## src/rtl/keypad_uart_tx_pkg.sv

```systemverilog
// Shared constants for the keypad UART transmitter: FSM encoding, frame shape and key codes.
package keypad_uart_tx_pkg;

  typedef enum logic [1:0] {
    StIdle  = 2'd0,
    StStart = 2'd1,
    StData  = 2'd2,
    StStop  = 2'd3
  } state_e;

  localparam int unsigned DataBits  = 8;
  localparam logic        IdleLevel = 1'b1;

  // Key codes shared with the keypad controller
  localparam logic [7:0] KeyW = 8'h77;
  localparam logic [7:0] KeyA = 8'h61;
  localparam logic [7:0] KeyS = 8'h73;
  localparam logic [7:0] KeyD = 8'h64;

endpackage

```

## src/rtl/uart_baud_tick.sv

```systemverilog
// Bit-period counter: one-cycle tick at count CLKS_PER_BIT-1, wraps, synchronous clear.
module uart_baud_tick #(
  parameter int unsigned CLKS_PER_BIT = 5208
) (
  input  logic clk,
  input  logic rst_n,
  input  logic clr,
  output logic tick
);

  localparam int unsigned CntW = (CLKS_PER_BIT > 1) ? $clog2(CLKS_PER_BIT) : 1;
  localparam logic [CntW-1:0] CntLast = CntW'(CLKS_PER_BIT - 1);

  logic [CntW-1:0] cnt_q;

  assign tick = (cnt_q == CntLast);

  always_ff @(posedge clk or negedge rst_n) begin
    if (!rst_n) begin
      cnt_q <= '0;
    end else if (clr || tick) begin
      cnt_q <= '0;
    end else begin
      cnt_q <= cnt_q + CntW'(1);
    end
  end

endmodule

```

## src/rtl/keypad_uart_tx.sv

```systemverilog
// Serializes one accepted keypad byte as UART 8N1/8N2, LSB first, with a one-cycle accept pulse.
module keypad_uart_tx
  import keypad_uart_tx_pkg::*;
#(
  parameter int unsigned CLKS_PER_BIT = 5208,
  parameter int unsigned STOP_BITS    = 1
) (
  input  logic       clk,
  input  logic       rst_n,
  input  logic       i_tx_key_send,
  input  logic [7:0] i_key,
  output logic       o_tx_keypad_proc,
  output logic       o_uart_tx,
  output logic       o_busy
);

  localparam logic [2:0] DataLast = 3'(DataBits - 1);
  localparam logic [2:0] StopLast = 3'(STOP_BITS - 1);

  state_e     state_q;
  logic [7:0] shift_q;
  logic [2:0] bit_idx_q;
  logic       tx_q;
  logic       proc_q;
  logic       busy_q;
  logic       tick;

  // Held clear in idle so every bit period starts from zero on state entry
  uart_baud_tick #(
    .CLKS_PER_BIT(CLKS_PER_BIT)
  ) u_baud (
    .clk  (clk),
    .rst_n(rst_n),
    .clr  (state_q == StIdle),
    .tick (tick)
  );

  always_ff @(posedge clk or negedge rst_n) begin
    if (!rst_n) begin
      state_q   <= StIdle;
      shift_q   <= '0;
      bit_idx_q <= '0;
      tx_q      <= IdleLevel;
      proc_q    <= 1'b0;
      busy_q    <= 1'b0;
    end else begin
      proc_q <= 1'b0;
      case (state_q)
        StIdle: begin
          tx_q   <= IdleLevel;
          busy_q <= 1'b0;
          if (i_tx_key_send) begin
            shift_q <= i_key;
            state_q <= StStart;
            tx_q    <= ~IdleLevel;
            proc_q  <= 1'b1;
            busy_q  <= 1'b1;
          end
        end
        StStart: begin
          if (tick) begin
            state_q   <= StData;
            bit_idx_q <= '0;
            tx_q      <= shift_q[0];
          end
        end
        StData: begin
          if (tick) begin
            if (bit_idx_q == DataLast) begin
              state_q   <= StStop;
              bit_idx_q <= '0;
              tx_q      <= IdleLevel;
            end else begin
              // Line is registered, so drive the bit that becomes LSB after this shift
              shift_q   <= shift_q >> 1;
              tx_q      <= shift_q[1];
              bit_idx_q <= bit_idx_q + 3'd1;
            end
          end
        end
        StStop: begin
          if (tick) begin
            if (bit_idx_q == StopLast) begin
              state_q <= StIdle;
              busy_q  <= 1'b0;
            end else begin
              bit_idx_q <= bit_idx_q + 3'd1;
            end
          end
        end
        default: state_q <= StIdle;
      endcase
    end
  end

  assign o_uart_tx        = tx_q;
  assign o_tx_keypad_proc = proc_q;
  assign o_busy           = busy_q;

endmodule
```

## config.mk

```make
export PLATFORM = sky130hd
export DESIGN_NAME = keypad_uart_tx
export DESIGN_NICKNAME = d
export VERILOG_FILES = /design/src/rtl/keypad_uart_tx_pkg.sv /design/src/rtl/uart_baud_tick.sv /design/src/rtl/keypad_uart_tx.sv
export SDC_FILE = /design/constraint.sdc
export NUM_CORES = 1
export LEC_CHECK = 0
export CORE_MARGIN = 3
export CORE_UTILIZATION = 57
export CTS_BUF_LIST = sky130_fd_sc_hd__clkbuf_16
export CTS_CLUSTER_DIAMETER = 150
export DETAILED_ROUTE_END_ITERATION = 10
export MAX_ROUTING_LAYER = met4
export PLACE_DENSITY = 0.8
export SYNTH_ARGS = -nofsm -noshare
export SYNTH_HDL_FRONTEND = slang
export SYNTH_SLANG_ARGS = --single-unit
```

## constraint.sdc

```tcl
create_clock -name clk -period 3 [get_ports clk]
set_input_delay 0.6 -clock clk [delete_from_list [all_inputs] [get_ports clk]]
set_output_delay 0.6 -clock clk [all_outputs]
set_load 0.005 [all_outputs]
```

# Word-level counts from Yosys, hierarchy flattened
# Cells that the tools add are included.
dict set report totals {
  reg_bits 29
  latchBits 0
  mem_bits_rw 0
  rom_bits 0
  in_bits 11
  elab_cells 62
  memories 0
}
dict set report op_classes {
  n_addsub 2
  mul 0
  div 0
  n_lt_le_gt_ge 0
  n_eq_ne 13
  shift 0
  n_mux 28
  n_bitwise 0
  reduce_logical 12
}
# op count
set op_table {}
lappend op_table {{8-bit two-way mux} 3}
lappend op_table {{8-bit case mux with 2 select lines} 1}
lappend op_table {{3-bit two-way mux} 5}
lappend op_table {{13-bit by 1-bit adder with 13-bit output, second input constant} 1}
lappend op_table {{13-bit equality test, second input constant} 1}
lappend op_table {{13-bit two-way mux} 1}
lappend op_table {{2-bit two-way mux} 6}
lappend op_table {{2-bit != test, second input constant} 5}
lappend op_table {{3-bit case mux with 3 select lines} 1}
lappend op_table {{1-bit two-way mux} 8}
lappend op_table {{2-bit case mux with 4 select lines} 1}
lappend op_table {{2-bit by 1-bit != test with 1-bit output, second input constant} 3}
lappend op_table {{3-bit AND reduction} 2}
lappend op_table {{6-bit AND reduction} 1}
lappend op_table {{3-bit nonzero test} 2}
lappend op_table {{5-bit AND reduction} 1}
lappend op_table {{2-bit equality test, second input constant} 2}
lappend op_table {{4-bit AND reduction} 1}
lappend op_table {{2-bit nonzero test} 2}
lappend op_table {{3-bit by 1-bit adder with 3-bit output, second input constant} 1}
lappend op_table {{3-bit equality test, second input constant} 1}
lappend op_table {{3-bit logical NOT} 1}
lappend op_table {{1-bit case mux with 3 select lines} 1}
lappend op_table {{2-bit by 1-bit equality test with 1-bit output, second input constant} 1}
lappend op_table {{3 further kinds} 3}

# Longest topological paths before layout
# Gate-level depths: netlist (run 1).
dict set report logic_depth {
  word_depth 4
  mapped_depth 7
  mapped_depth_nobuf 6
}

# Modules after synthesis
# Synthesis (run 1) repeated with hierarchy kept, for this count alone.
dict set report unflattened {
  hier_cells 158
  hier_area_um2 1594.0
}
# mod instances cells_per_inst area_per_inst_um2 seq_area_each_um2
set modules_own_cells {}
lappend modules_own_cells {keypad_uart_tx 1 90 899.6 401.6}
lappend modules_own_cells {uart_baud_tick 1 68 694.4 325.3}

# Worst setup path after synthesis (run 1)
# OpenSTA, ideal clock, no wires.
dict set report synth_path {
  path_type {reg-to-reg}
  from {reg u_baud.cnt_q[7]}
  to {reg shift_q[0]}
  setup_ps 90
  arrival_time_ps 2184
  setup_slack_ps 726
  path_stages_with_launch 6
  cell_sequence {dfrtp_1 > or4b_4 > or4_4 > buf_6 > or3_4 > o221ai_1}
}
dict set report synth_via {
  elab_chain_len 3
}
# item line
set synth_rtl {}
lappend synth_rtl {{from (decl)} uart_baud_tick.sv:14} ;# logic [CntW-1:0] cnt_q;
lappend synth_rtl {{from (signal assigned)} uart_baud_tick.sv:24} ;# cnt_q <= cnt_q + CntW'(1);
lappend synth_rtl {{13-bit equality test} uart_baud_tick.sv:16} ;# assign tick = (cnt_q == CntLast);
lappend synth_rtl {{2-bit by 1-bit != test with 1-bit output (no line)} -}
lappend synth_rtl {{4-bit AND reduction (no line)} -}
lappend synth_rtl {{to (signal assigned)} keypad_uart_tx.sv:53} ;# shift_q <= i_key;
lappend synth_rtl {{to (signal assigned)} keypad_uart_tx.sv:75} ;# shift_q <= shift_q >> 1;
lappend synth_rtl {{to (decl)} keypad_uart_tx.sv:21} ;# logic [7:0] shift_q;
# No other way between the ends.
# A chain may end at the register's enable or synchronous reset.

# Worst setup path in the final report (run 1)
dict set report layout_path {
  from {reg state_q[0]}
  to {reg shift_q[4]}
}
dict set report layout_via {
  elab_chain_len 3
}
# item line
set layout_rtl {}
lappend layout_rtl {{from (decl)} keypad_uart_tx.sv:20} ;# state_e state_q;
lappend layout_rtl {{from (signal assigned)} keypad_uart_tx.sv:40} ;# state_q <= StIdle;
lappend layout_rtl {{from (signal assigned)} keypad_uart_tx.sv:54} ;# state_q <= StStart;
lappend layout_rtl {{from (signal assigned)} keypad_uart_tx.sv:62} ;# state_q <= StData;
lappend layout_rtl {{2-bit equality test or 2-bit logical NOT (tied branches)} keypad_uart_tx.sv:48} ;# case (state_q)
lappend layout_rtl {{2-bit != test (no line), or another cell as far along} -}
lappend layout_rtl {{4-bit AND reduction (no line)} -}
# Several ways; a longest one is shown, not always the timed one.

==> results of run 1 <==
worst max path at each step:
stage | startpoint | end | slack [ps] | cells past startpoint
after floorplan | u_baud.cnt_q[7]$_DFF_PN0_ | shift_q[0]$_DFFE_PN0P_ | 730 | 5
after detailed placement | i_tx_key_send | shift_q[4]$_DFFE_PN0P_ | 470 | 5
final | state_q[0]$_DFFE_PN0P_ | shift_q[4]$_DFFE_PN0P_ | 610 | 6
after global routing | state_q[0]$_DFFE_PN0P_ | shift_q[3]$_DFFE_PN0P_ | 420 | 6
after global placement | i_tx_key_send | shift_q[3]$_DFFE_PN0P_ | 530 | 5
after CTS | state_q[0]$_DFFE_PN0P_ | shift_q[4]$_DFFE_PN0P_ | 640 | 6
logic make-up after synthesis:
family,Yosys count,share of synthesized area
adder cells (fa/ha/maj),10,0.07692
multiplexers,5,0.03308
AND/OR/NAND/NOR,69,0.2223
buffers and inverters,11,0.03000
AO/OA/AOI/OAI,30,0.1315
flip-flops,29,0.4469
XOR/XNOR,11,0.05924
power groups by stage:
stage | clock, mW | sequential (mW) | combinational, mW
final | 0.464 | 0.392 | 0.0222
after global routing | 0.490 | 0.392 | 0.0246
after CTS | 0.469 | 0.392 | 0.0228
after detailed placement | 0 | 0.398 | 0.0228
after global placement | 0 | 0.398 | 0.0224
after floorplan | 0 | 0.398 | 0.000240
flip-flops by register name, summed over array words and instances (netlist names):
register          count
shift_q               8
u_baud.cnt_q         13
o_uart_tx             1
bit_idx_q             3
o_busy                1
o_tx_keypad_proc      1
state_q               2
layer usage:
| metal | part of all wire | vias up | wire length (um) |
|---|---|---|---|
| li1 | - | 623 | - |
| met1 | 0.44 | 636 | 1552 |
| met5 | 0 | - | 0 |
| met2 | 0.49 | 44 | 1721 |
| met3 | 0.055 | 8 | 193 |
| met4 | 0.0097 | 0 | 34 |
worst max-delay path, delay by kind of cell (launching register included):
family | cells | cell delay (ps)
AOI/OAI and AO/OA | 2 | 350
adders and majority gates | 1 | 400
DFF | 1 | 400
muxes | 1 | 690
buffers and inverters | 1 | 110
and+or+nand+nor | 1 | 280
through the flow:
step | hold WS (ps) | utilization | cells | total power, mW
after floorplan | 304.4 | - | 165 | 0.3987
after global placement | 462.3 | 0.6870 | 205 | 0.4207
after detailed placement | 482.2 | 0.6870 | 205 | 0.4211
after CTS | 494.0 | 0.7406 | 213 | 0.8833
after global routing | 514.5 | 0.7406 | 213 | 0.9062
final | 492.3 | 0.7406 | 213 | 0.8780
layout make-up:
| cell class | instances | area (um2) |
|---|---|---|
| Inverter | 7 | 26.28 |
| Multi-Input combinational cell | 125 | 850.8 |
| Sequential cell | 29 | 726.9 |
| Clock inverter | 3 | 13.76 |
| Fill cell | 179 | 671.9 |
| Clock buffer | 5 | 125.1 |
| Tap cell | 30 | 37.54 |
| Timing Repair Buffer | 14 | 137.6 |
placed cells by master, fill, tap and decap left out, types with 5 or more instances in the layout:
cell type | netlist | layout
dfrtp_1 | 28 | 28
nand2_1 | 15 | 15
o221ai_1 | 5 | 5
nand3_1 | 5 | 5
a22oi_1 | 7 | 7
xnor2_1 | 9 | 9
o21ai_0 | 5 | 5
inv_1 | 7 | 8
ha_1 | 10 | 10
clkbuf_16 | 0 | 5
nor2_1 | 22 | 22
clkdlybuf4s50_1 | 0 | 13
==> impl_results.md, run 1 <==
* Outcome: complete, no violations
* Synth Flop Type: dfrtp_1
* Slowest cell on the critical path: mux2i_1
* Cells after Synth at roughly 170
* Dpl cell area at 1779 um2
* Power share of the clock group at 0.528
* Switching power at approximately 170 uW
* Resized cells post-CTS at 0
* Routed WL at ~3500 um
* Critical path cell sequence: inv_1 -> ha_1 -> mux2i_1 -> nor2_1 -> a22oi_1 -> o221ai_1
* Fmax achieved at between 400 and 500 MHz
* Synth area leader: dfrtp_1
* Routed len/inst at 16.44 um
* Sw Share at 0.1978
* Crit path launch type: flop
* Die Wd at around 60 um
* Largest net degree at the start of global routing at 19
* Dpl ws at around 470 ps
* Logic pwr share at 0.025
* Peak VDD IR at ~0.00046 V
* EDFF count, synth at 0
* Met3 Resource Use GR at 0.05447
* GRT Overall Usage at 0.2255
* GRT Residual Overflow at 0
* Maxcap violations at 0
* R2r worst-path depth at 6
* Most frequent cells after synthesis: dfrtp_1, nor2_1, nand2_1, ha_1, xnor2_1
* Met2 Usage GRT at 0.3619
* Worst Hold Endpoint: u_baud.cnt_q[0]$_DFF_PN0_
* Final Critical Period at roughly 2400 ps
* Worst Skew at approximately 2.6 ps
* Register clock-pin slew on the reported worst setup and hold paths at approximately 50 ps
* Setup TNS at 0 ps
* Layout area overhead at 17.92%
* Final setup fails at 0
* GR Util met1 at 0.2736
* Post-DP HPWL at around 2400 um
* Io pins at 14
* Synth area leaders: dfrtp_1, ha_1, nor2_1
* # clock sinks at 29
* Vias at between 1k and 1.5k
* CORE AREA at 2590 um2
* Fin area at approximately 1900 um2
* Critical path class: reg2reg
* CP peak stage delay at approximately 690 ps
* Port Buf Inserts at 13
* Mapped Nets at between 150 and 200
* Reg-to-Reg End: shift_q[4]$_DFFE_PN0P_
* Routability-driven placement congestion ratio at 0.8130
* Synthesized flop and latch total at 29
* Worst-path maximum fanout at 16
* Internal power at just over 700 uW
* Final #Nets at approximately 200
* Sequential share of power at 0.447
* Post-synthesis sequential area ratio at 0.4469
* Hold Startpoint: u_baud.cnt_q[0]$_DFF_PN0_
* Inserted Clock Buffers at 5
* Leak at between 0.7 and 0.8 nW
* Postcts setup bufs at 0
* Share of cells above drive strength 1 at 0.09290
* Top cell type's share of synthesized area at 0.4308
* Hold Path Depth at 1
* Warnings, synthesis at 0
* Critical path data arrival time at 2500 ps
* Clock Tree Root: clkbuf_16
* Worst Tran Pin Value at 831.6 ps
* Worst slew margin at 0.4410
* Hold Fails Final Rpt at 0
* CTS tree: done
* DR vias/cell at approximately 6
* Die Span Y at 59.42 um
* Post-Synthesis Cell Area at between 1500 and 2000 um2
* Initial antenna violation count at 0
* Distinct cells, synth at 38
* Asr flop ratio synth at 1.000
* DRT antenna net count at 0
* R2R Setup Slk at around 600 ps
* R2R Path Start: state_q[0]$_DFFE_PN0P_
* Hold buffer count at CTS at 0
* H-tree levels at 2
* Pwr dens at 457.7 nW/um2
* Die area at about 3500 um2
* RSZ-0062 raised after global routing: no
* Core Rows at 18
* Pins Over Slew Limit at 0
* Hold Crit Class: reg2reg
* Busiest grt layer: met2
* Detailed Routing Iterations Pass 1 at 4
* PnR worst setup slack at 609.7 ps
* Fin crit share at 0.7968
* Most common cell in the netlist: dfrtp_1
* Global-route wire length before repair at slightly below 6000 um
* Worst-Skew Late Latency at about 270 ps
* CP Capture Type: flop
* Critical Path RT at approximately 3100 ps
* Vias in the first global route at approximately 1.3k
* Drt initial violations at just over 80
* Antenna cell count at 0
* DRC violations left at 0
* Avg Inst Size Synth at roughly 9.9 um2
* Initial core utilization at 0.6280
* Longest Clk Path Bufs at 2
Note: power is estimated with default switching activity, not from simulation.
==> inputs of run 2 (changes only) <==
clock period = 2.5 ns   (was 3 ns; I/O delays follow)
==> impl_results.md, run 2 (synthesis gave the netlist of run 1 again) <==
* Commonest non-fill, non-tap cell in the layout: dfrtp_1
* Internal power at 946.2 uW (+34%)
* Critical Path RT at 2680 ps (-430 ps)
* Pwr Total at 1.155 mW (+32%)
* Switching power at 208.4 uW (+20%)
* Critical path data arrival time at 2520 ps (+20 ps)
* Die Wd at 59.42 um (unchanged)
* Busiest grt layer: met2
* Hold Fails Final Rpt at 0 (unchanged)
* Critical path class: reg2reg
* Largest net degree at the start of global routing at 30 (+11)
* Inserted Clock Buffers at 5 (unchanged)
* Final Critical Period at 2335 ps (-55.15 ps)
* Power share of the clock group at 0.569 (+0.041)
* Worst Tran Pin Value at 494.8 ps (-336.7 ps)
* Port Buf Inserts at 13 (unchanged)
* Fin area at 1972 um2 (+2.8%)
* Met2 Usage GRT at 0.3651 (+0.003120)
* Sequential share of power at 0.408 (-0.039)
* Final #Nets at 207 (+2.0%)
* DR vias/cell at 6.134 (-0.35%)
* Logic pwr share at 0.023 (-0.002)
* CP Capture Type: flop
* Antenna cell count at 0 (unchanged)
* GR Util met1 at 0.2875 (+0.01389)
* Setup TNS at 0 ps (unchanged)
* Crit path launch type: flop
* Vias in the first global route at 1,355 (+3.7%)
* Pwr dens at 585.5 nW/um2 (+28%)
* Die Span Y at 59.42 um (unchanged)
* Resized cells post-CTS at 0 (unchanged)
* Layout area overhead at 21.23%
* Pins Over Slew Limit at 0 (unchanged)
* Register with the most flip-flops: u_baud.cnt_q
* Routed WL at 3451 um (-1.5%)
* H-tree levels at 2 (unchanged)
* Core Rows at 18 (unchanged)
* Hold buffer count at CTS at 0 (unchanged)
* Worst-Skew Late Latency at 280 ps (about the same)
* Hold Crit Class: reg2reg
* Vias at 1,331 (+1.5%)
* Share of cells above drive strength 1 at 0.1070 (+0.01406)
* Postcts setup bufs at 0 (unchanged)
* Post-DP HPWL at 2436 um (+0.94%)
* Worst-path maximum fanout at 8 (-8)
* Drt initial violations at 52 (-37%)
* Final setup fails at 0 (unchanged)
* RSZ-0062 raised after global routing: no
* Fmax achieved at 428.2 MHz (+2.4%)
* Peak VDD IR at 0.0007042 V (+53%)
* GRT Residual Overflow at 0 (unchanged)
* Filler Cell Count at 178 (-0.56%)
* Most frequent cells in the layout: dfrtp_1, nor2_1, nand2_1
* Initial core utilization at 0.6280 (unchanged)
* Io pins at 14 (unchanged)
* Initial antenna violation count at 0 (unchanged)
* Leak at 0.8022 nW (+3.5%)
* CTS tree: done
* GRT Overall Usage at 0.2410 (+0.01550)
* DRC violations left at 0 (unchanged)
* Detailed Routing Iterations Pass 1 at 4 (unchanged)
* Met3 Resource Use GR at 0.08932 (+0.03486)
* DRT antenna net count at 0 (unchanged)
* Sw Share at 0.1805 (-0.01734)
* Dpl cell area at 1809 um2 (+1.7%)
* Register clock-pin slew on the reported worst setup and hold paths at 50 ps (about the same)
* Worst slew margin at 0.6689 (+0.2279)
* Routability-driven placement congestion ratio at 0.8095 (-0.43%)
* Outcome: complete, no violations
* Global-route wire length before repair at 6037 um (+3.9%)
* Worst Skew at 3.412 ps (+0.8055 ps)
* Fin crit share at 0.9340 (+0.1373)
* Maxcap violations at 0 (unchanged)
* Routed len/inst at 15.90 um (-3.3%)
* CORE AREA at 2590 um2 (unchanged)
* Longest Clk Path Bufs at 2 (unchanged)
* # clock sinks at 29 (unchanged)
* Clock Tree Root: clkbuf_16
* Top flop regs: u_baud.cnt_q x13, shift_q x8, bit_idx_q x3
* Die area at 3531 um2 (unchanged)
* Max reg flops at 13 (unchanged)
[run 2: cell types whose count changed in the layout (fill, tap and decap cells not counted)]
cell,previous run,this run
buf_4,1,5
bufinv_16,0,1
clkinv_1,0,1
clkinv_2,2,0
[run 2: per-stage QoR]
| stage | util | setup WS [ps] | instances | hold WS (ps) |
|---|---|---|---|---|
| floorplan | - | 226.3 | 165 | 204.4 |
| global placement | 0.6986 | 230.1 | 209 | 457.5 |
| detailed placement | 0.6986 | 164.6 | 209 | 460.3 |
| CTS | 0.7614 | 157.7 | 217 | 466.7 |
| global route | 0.7614 | 67.44 | 217 | 484.8 |
| finish | 0.7614 | 164.9 | 217 | 469.4 |
[run 2: worst max-delay path: stages (launching register included)]
cell and delay, ps:
dfrtp_1 430, or4b_4 560, or4_4 610, or3_4 430
o221ai_1 210
[run 2: metal layers]
layer | up-vias | share of wire
li1 | 635 | -
met1 | 661 | 0.45
met2 | 27 | 0.48
met3 | 8 | 0.044
met4 | 0 | 0.023
met5 | - | 0
[run 2: power groups by stage]
stage | Sequential [mW] | Clock [mW] | Combinational [mW]
6_report | 0.471 | 0.657 | 0.0265
5_1_grt | 0.470 | 0.688 | 0.0287
4_1_cts | 0.470 | 0.665 | 0.0275
3_5_place_dp | 0.478 | 0 | 0.0273
3_3_place_gp | 0.478 | 0 | 0.0267
2_1_floorplan | 0.478 | 0 | 0.000288
[run 2: worst paths after layout]
| kind | slack, ps | depth (start not counted) | to | from |
|---|---|---|---|---|
| max reg2reg | 160 | 4 | shift_q[0]$_DFFE_PN0P_ | u_baud.cnt_q[7]$_DFF_PN0_ |
| min in group asynchronous | 600 | 2 | u_baud.cnt_q[2]$_DFF_PN0_ | rst_n |
| min reg2reg | 470 | 1 | u_baud.cnt_q[0]$_DFF_PN0_ | u_baud.cnt_q[0]$_DFF_PN0_ |
| max | 160 | 4 | shift_q[0]$_DFFE_PN0P_ | u_baud.cnt_q[7]$_DFF_PN0_ |
| max in group asynchronous | 1580 | 2 | o_uart_tx$_DFFE_PN1P_ | rst_n |
| min | 470 | 1 | u_baud.cnt_q[0]$_DFF_PN0_ | u_baud.cnt_q[0]$_DFF_PN0_ |
[run 2: layout make-up]
type / instances / area (um2) / share of cell area
well taps: 30 / 37.54 / 0.01904
repair buffers: 18 / 167.7 / 0.08503
flip-flops and latches: 29 / 726.9 / 0.3687
clock buffers: 5 / 125.1 / 0.06345
multi-input cells: 125 / 850.8 / 0.4315
inverters: 7 / 26.28 / 0.01332
clock inverters: 3 / 37.54 / 0.01904
==> inputs of run 3 (changes only) <==
CORE_UTILIZATION = 55   (was 57)
PLACE_DENSITY = 0.77   (was 0.8)
==> impl_results.md, run 3 (synthesis gave the netlist of run 1 again) <==
* Register with the most flip-flops: u_baud.cnt_q
* DRT antenna net count at 0 (unchanged)
* CP peak stage delay at 610 ps (about the same)
* Fmax achieved at 423.5 MHz (-1.1%)
* Hold Crit Class: reg2reg
* # clock sinks at 29 (unchanged)
* Global-route wire length before repair at 5844 um (-3.2%)
* Worst-Skew Late Latency at 270 ps (about the same)
* GRT Residual Overflow at 0 (unchanged)
* GRT Overall Usage at 0.2265 (-0.01448)
* Internal power at 838.3 uW (-11%)
* Layout area overhead at 19.00%
* Core Rows at 19 (+1)
* DRC violations left at 0 (unchanged)
* Slowest cell on the critical path: or4_4
* Resized cells post-CTS at 0 (unchanged)
* Filler Cell Count at 214 (+20%)
* Sequential share of power at 0.459 (+0.051)
* Top flop regs: u_baud.cnt_q x13, shift_q x8, bit_idx_q x3
* Crit path launch type: flop
* Longest Clk Path Bufs at 2 (unchanged)
* Peak VDD IR at 0.0006337 V (-10%)
* Io pins at 14 (unchanged)
* Postcts setup bufs at 0 (unchanged)
* Largest net degree at the start of global routing at 30 (unchanged)
* CORE AREA at 2781 um2 (+7.4%)
* Hold buffer count at CTS at 0 (unchanged)
* Reg-to-Reg End: shift_q[4]$_DFFE_PN0P_
* R2R Setup Slk at 140 ps (-30 ps)
* Origin of the worst setup path: u_baud.cnt_q[7]$_DFF_PN0_
* Hold Fails Final Rpt at 0 (unchanged)
* Critical path endpoint: shift_q[4]$_DFFE_PN0P_
* Commonest non-fill, non-tap cell in the layout: dfrtp_1
* Logic pwr share at 0.026 (+0.003)
* Die area at 3646 um2 (+3.3%)
* Critical path class: reg2reg
* R2R Path Start: u_baud.cnt_q[7]$_DFF_PN0_
* Final Critical Period at 2361 ps (+26.38 ps)
* Final setup fails at 0 (unchanged)
* Final core utilization at 0.6959 (-0.06545)
* Die Span Y at 60.38 um (+1.6%)
* Port Buf Inserts at 13 (unchanged)
* DR vias/cell at 5.972 (-2.6%)
* Sw Share at 0.1831 (+0.002584)
* Routed len/inst at 15.66 um (-1.5%)
* RSZ-0062 raised after global routing: no
* Vias at 1,290 (-3.1%)
* Pwr dens at 530.1 nW/um2 (-9.5%)
* Antenna cell count at 0 (unchanged)
* Routed WL at 3382 um (-2.0%)
* Power share of the clock group at 0.515 (-0.054)
* Detailed Routing Iterations Pass 1 at 4 (unchanged)
* Worst Skew at 2.429 ps (-0.9834 ps)
* Worst Tran Pin Value at 427.7 ps (-67.12 ps)
* Most frequent cells in the layout: dfrtp_1, nor2_1, nand2_1
* Initial antenna violation count at 0 (unchanged)
* R2r worst-path depth at 4 (unchanged)
* Switching power at 187.8 uW (-9.9%)
* Critical Path RT at 2680 ps (about the same)
* Setup TNS at 0 ps (unchanged)
* Clock Tree Root: clkbuf_16
* Drt initial violations at 39 (-25%)
* Share of cells above drive strength 1 at 0.09730 (-0.009655)
* Initial core utilization at 0.5848 (-0.04322)
* Pins Over Slew Limit at 0 (unchanged)
* Fin crit share at 0.9446 (+0.01055)
* Vias in the first global route at 1,320 (-2.6%)
* Worst-path maximum fanout at 8 (unchanged)
* H-tree levels at 2 (unchanged)
* Final #Nets at 206 (-0.48%)
* Post-DP HPWL at 2502 um (+2.7%)
* Inserted Clock Buffers at 5 (unchanged)
* CTS tree: done
* CP Capture Type: flop
* Critical path cell sequence: or4b_4 -> or4_4 -> or3_4 -> o221ai_1
* Maxcap violations at 0 (unchanged)
* Die Wd at 60.38 um (+1.6%)
* Register clock-pin slew on the reported worst setup and hold paths at 50 ps (about the same)
* Worst slew margin at 0.7075 (+0.03859)
* Max reg flops at 13 (unchanged)
* Routability-driven placement congestion ratio at 0.7672 (-5.2%)
* Critical path data arrival time at 2540 ps (+20 ps)
* Outcome: complete, no violations
* Leak at 0.7839 nW (-2.3%)
-- run 3: cell count changes in the layout (fill, tap and decap cells not counted), sizes merged --
cell,before,now
buf,5,4
bufinv,1,0
-- run 3: how the worst min path moves through the flow --
| stage | start | end | slack (ps) | cells after the start |
|---|---|---|---|---|
| global route | u_baud.cnt_q[0]$_DFF_PN0_ | u_baud.cnt_q[0]$_DFF_PN0_ | 490 | 1 |
| CTS | u_baud.cnt_q[0]$_DFF_PN0_ | u_baud.cnt_q[0]$_DFF_PN0_ | 470 | 1 |
| finish | u_baud.cnt_q[0]$_DFF_PN0_ | u_baud.cnt_q[0]$_DFF_PN0_ | 470 | 1 |
| floorplan | rst_n | bit_idx_q[0]$_DFFE_PN0P_ | 200 | 0 |
| detailed placement | u_baud.cnt_q[0]$_DFF_PN0_ | u_baud.cnt_q[0]$_DFF_PN0_ | 470 | 1 |
| global placement | u_baud.cnt_q[0]$_DFF_PN0_ | u_baud.cnt_q[0]$_DFF_PN0_ | 460 | 1 |
-- run 3: per-layer routing --
metal / part of all wire / wire length (um) / vias to the layer above / global-route usage
li1: - / - / 631 / -
met1: 0.44 / 1486 / 625 / 0.2684
met2: 0.50 / 1697 / 28 / 0.3565
met3: 0.040 / 135 / 6 / 0.05532
met4: 0.019 / 63 / 0 / 0.1171
met5: 0 / 0 / - / -
-- run 3: power groups by stage --
stage | clock [mW] | sequential, mW | combinational, mW
4_1_cts | 0.541 | 0.471 | 0.0271
3_5_place_dp | 0 | 0.478 | 0.0271
2_1_floorplan | 0 | 0.478 | 0.000288
5_1_grt | 0.567 | 0.470 | 0.0289
6_report | 0.529 | 0.471 | 0.0263
3_3_place_gp | 0 | 0.478 | 0.0270
-- run 3: worst max-delay path: cells and delay by family (launching register included) --
kind	cells	cell delay [ps]
AO/OA/AOI/OAI	1	220
flip-flops	1	430
AND/OR/NAND/NOR	3	1610
-- run 3: final cells by class --
| class | instances | area, um2 | area share |
|---|---|---|---|
| sequential | 29 | 726.9 | 0.3756 |
| clock inverter | 2 | 7.507 | 0.003878 |
| multi-input combinational | 125 | 850.8 | 0.4396 |
| timing repair buffer | 17 | 160.2 | 0.08274 |
| tap | 31 | 38.79 | 0.02004 |
| inverter | 7 | 26.28 | 0.01357 |
| clock buffer | 5 | 125.1 | 0.06464 |
-- run 3: through the flow --
step / area [um2] / hold slack, ps / instances / worst slack (ps) / total power [mW]
after detailed placement: 1803 / 466.9 / 209 / 154.7 / 0.5050
after CTS: 1936 / 473.1 / 216 / 138.7 / 1.039
after global routing: 1936 / 494.5 / 216 / 67.46 / 1.066
after floorplan: 1627 / 204.4 / 165 / 226.3 / 0.4784
final: 1936 / 468.6 / 216 / 138.5 / 1.026
after global placement: 1803 / 460.5 / 209 / 229.3 / 0.5050
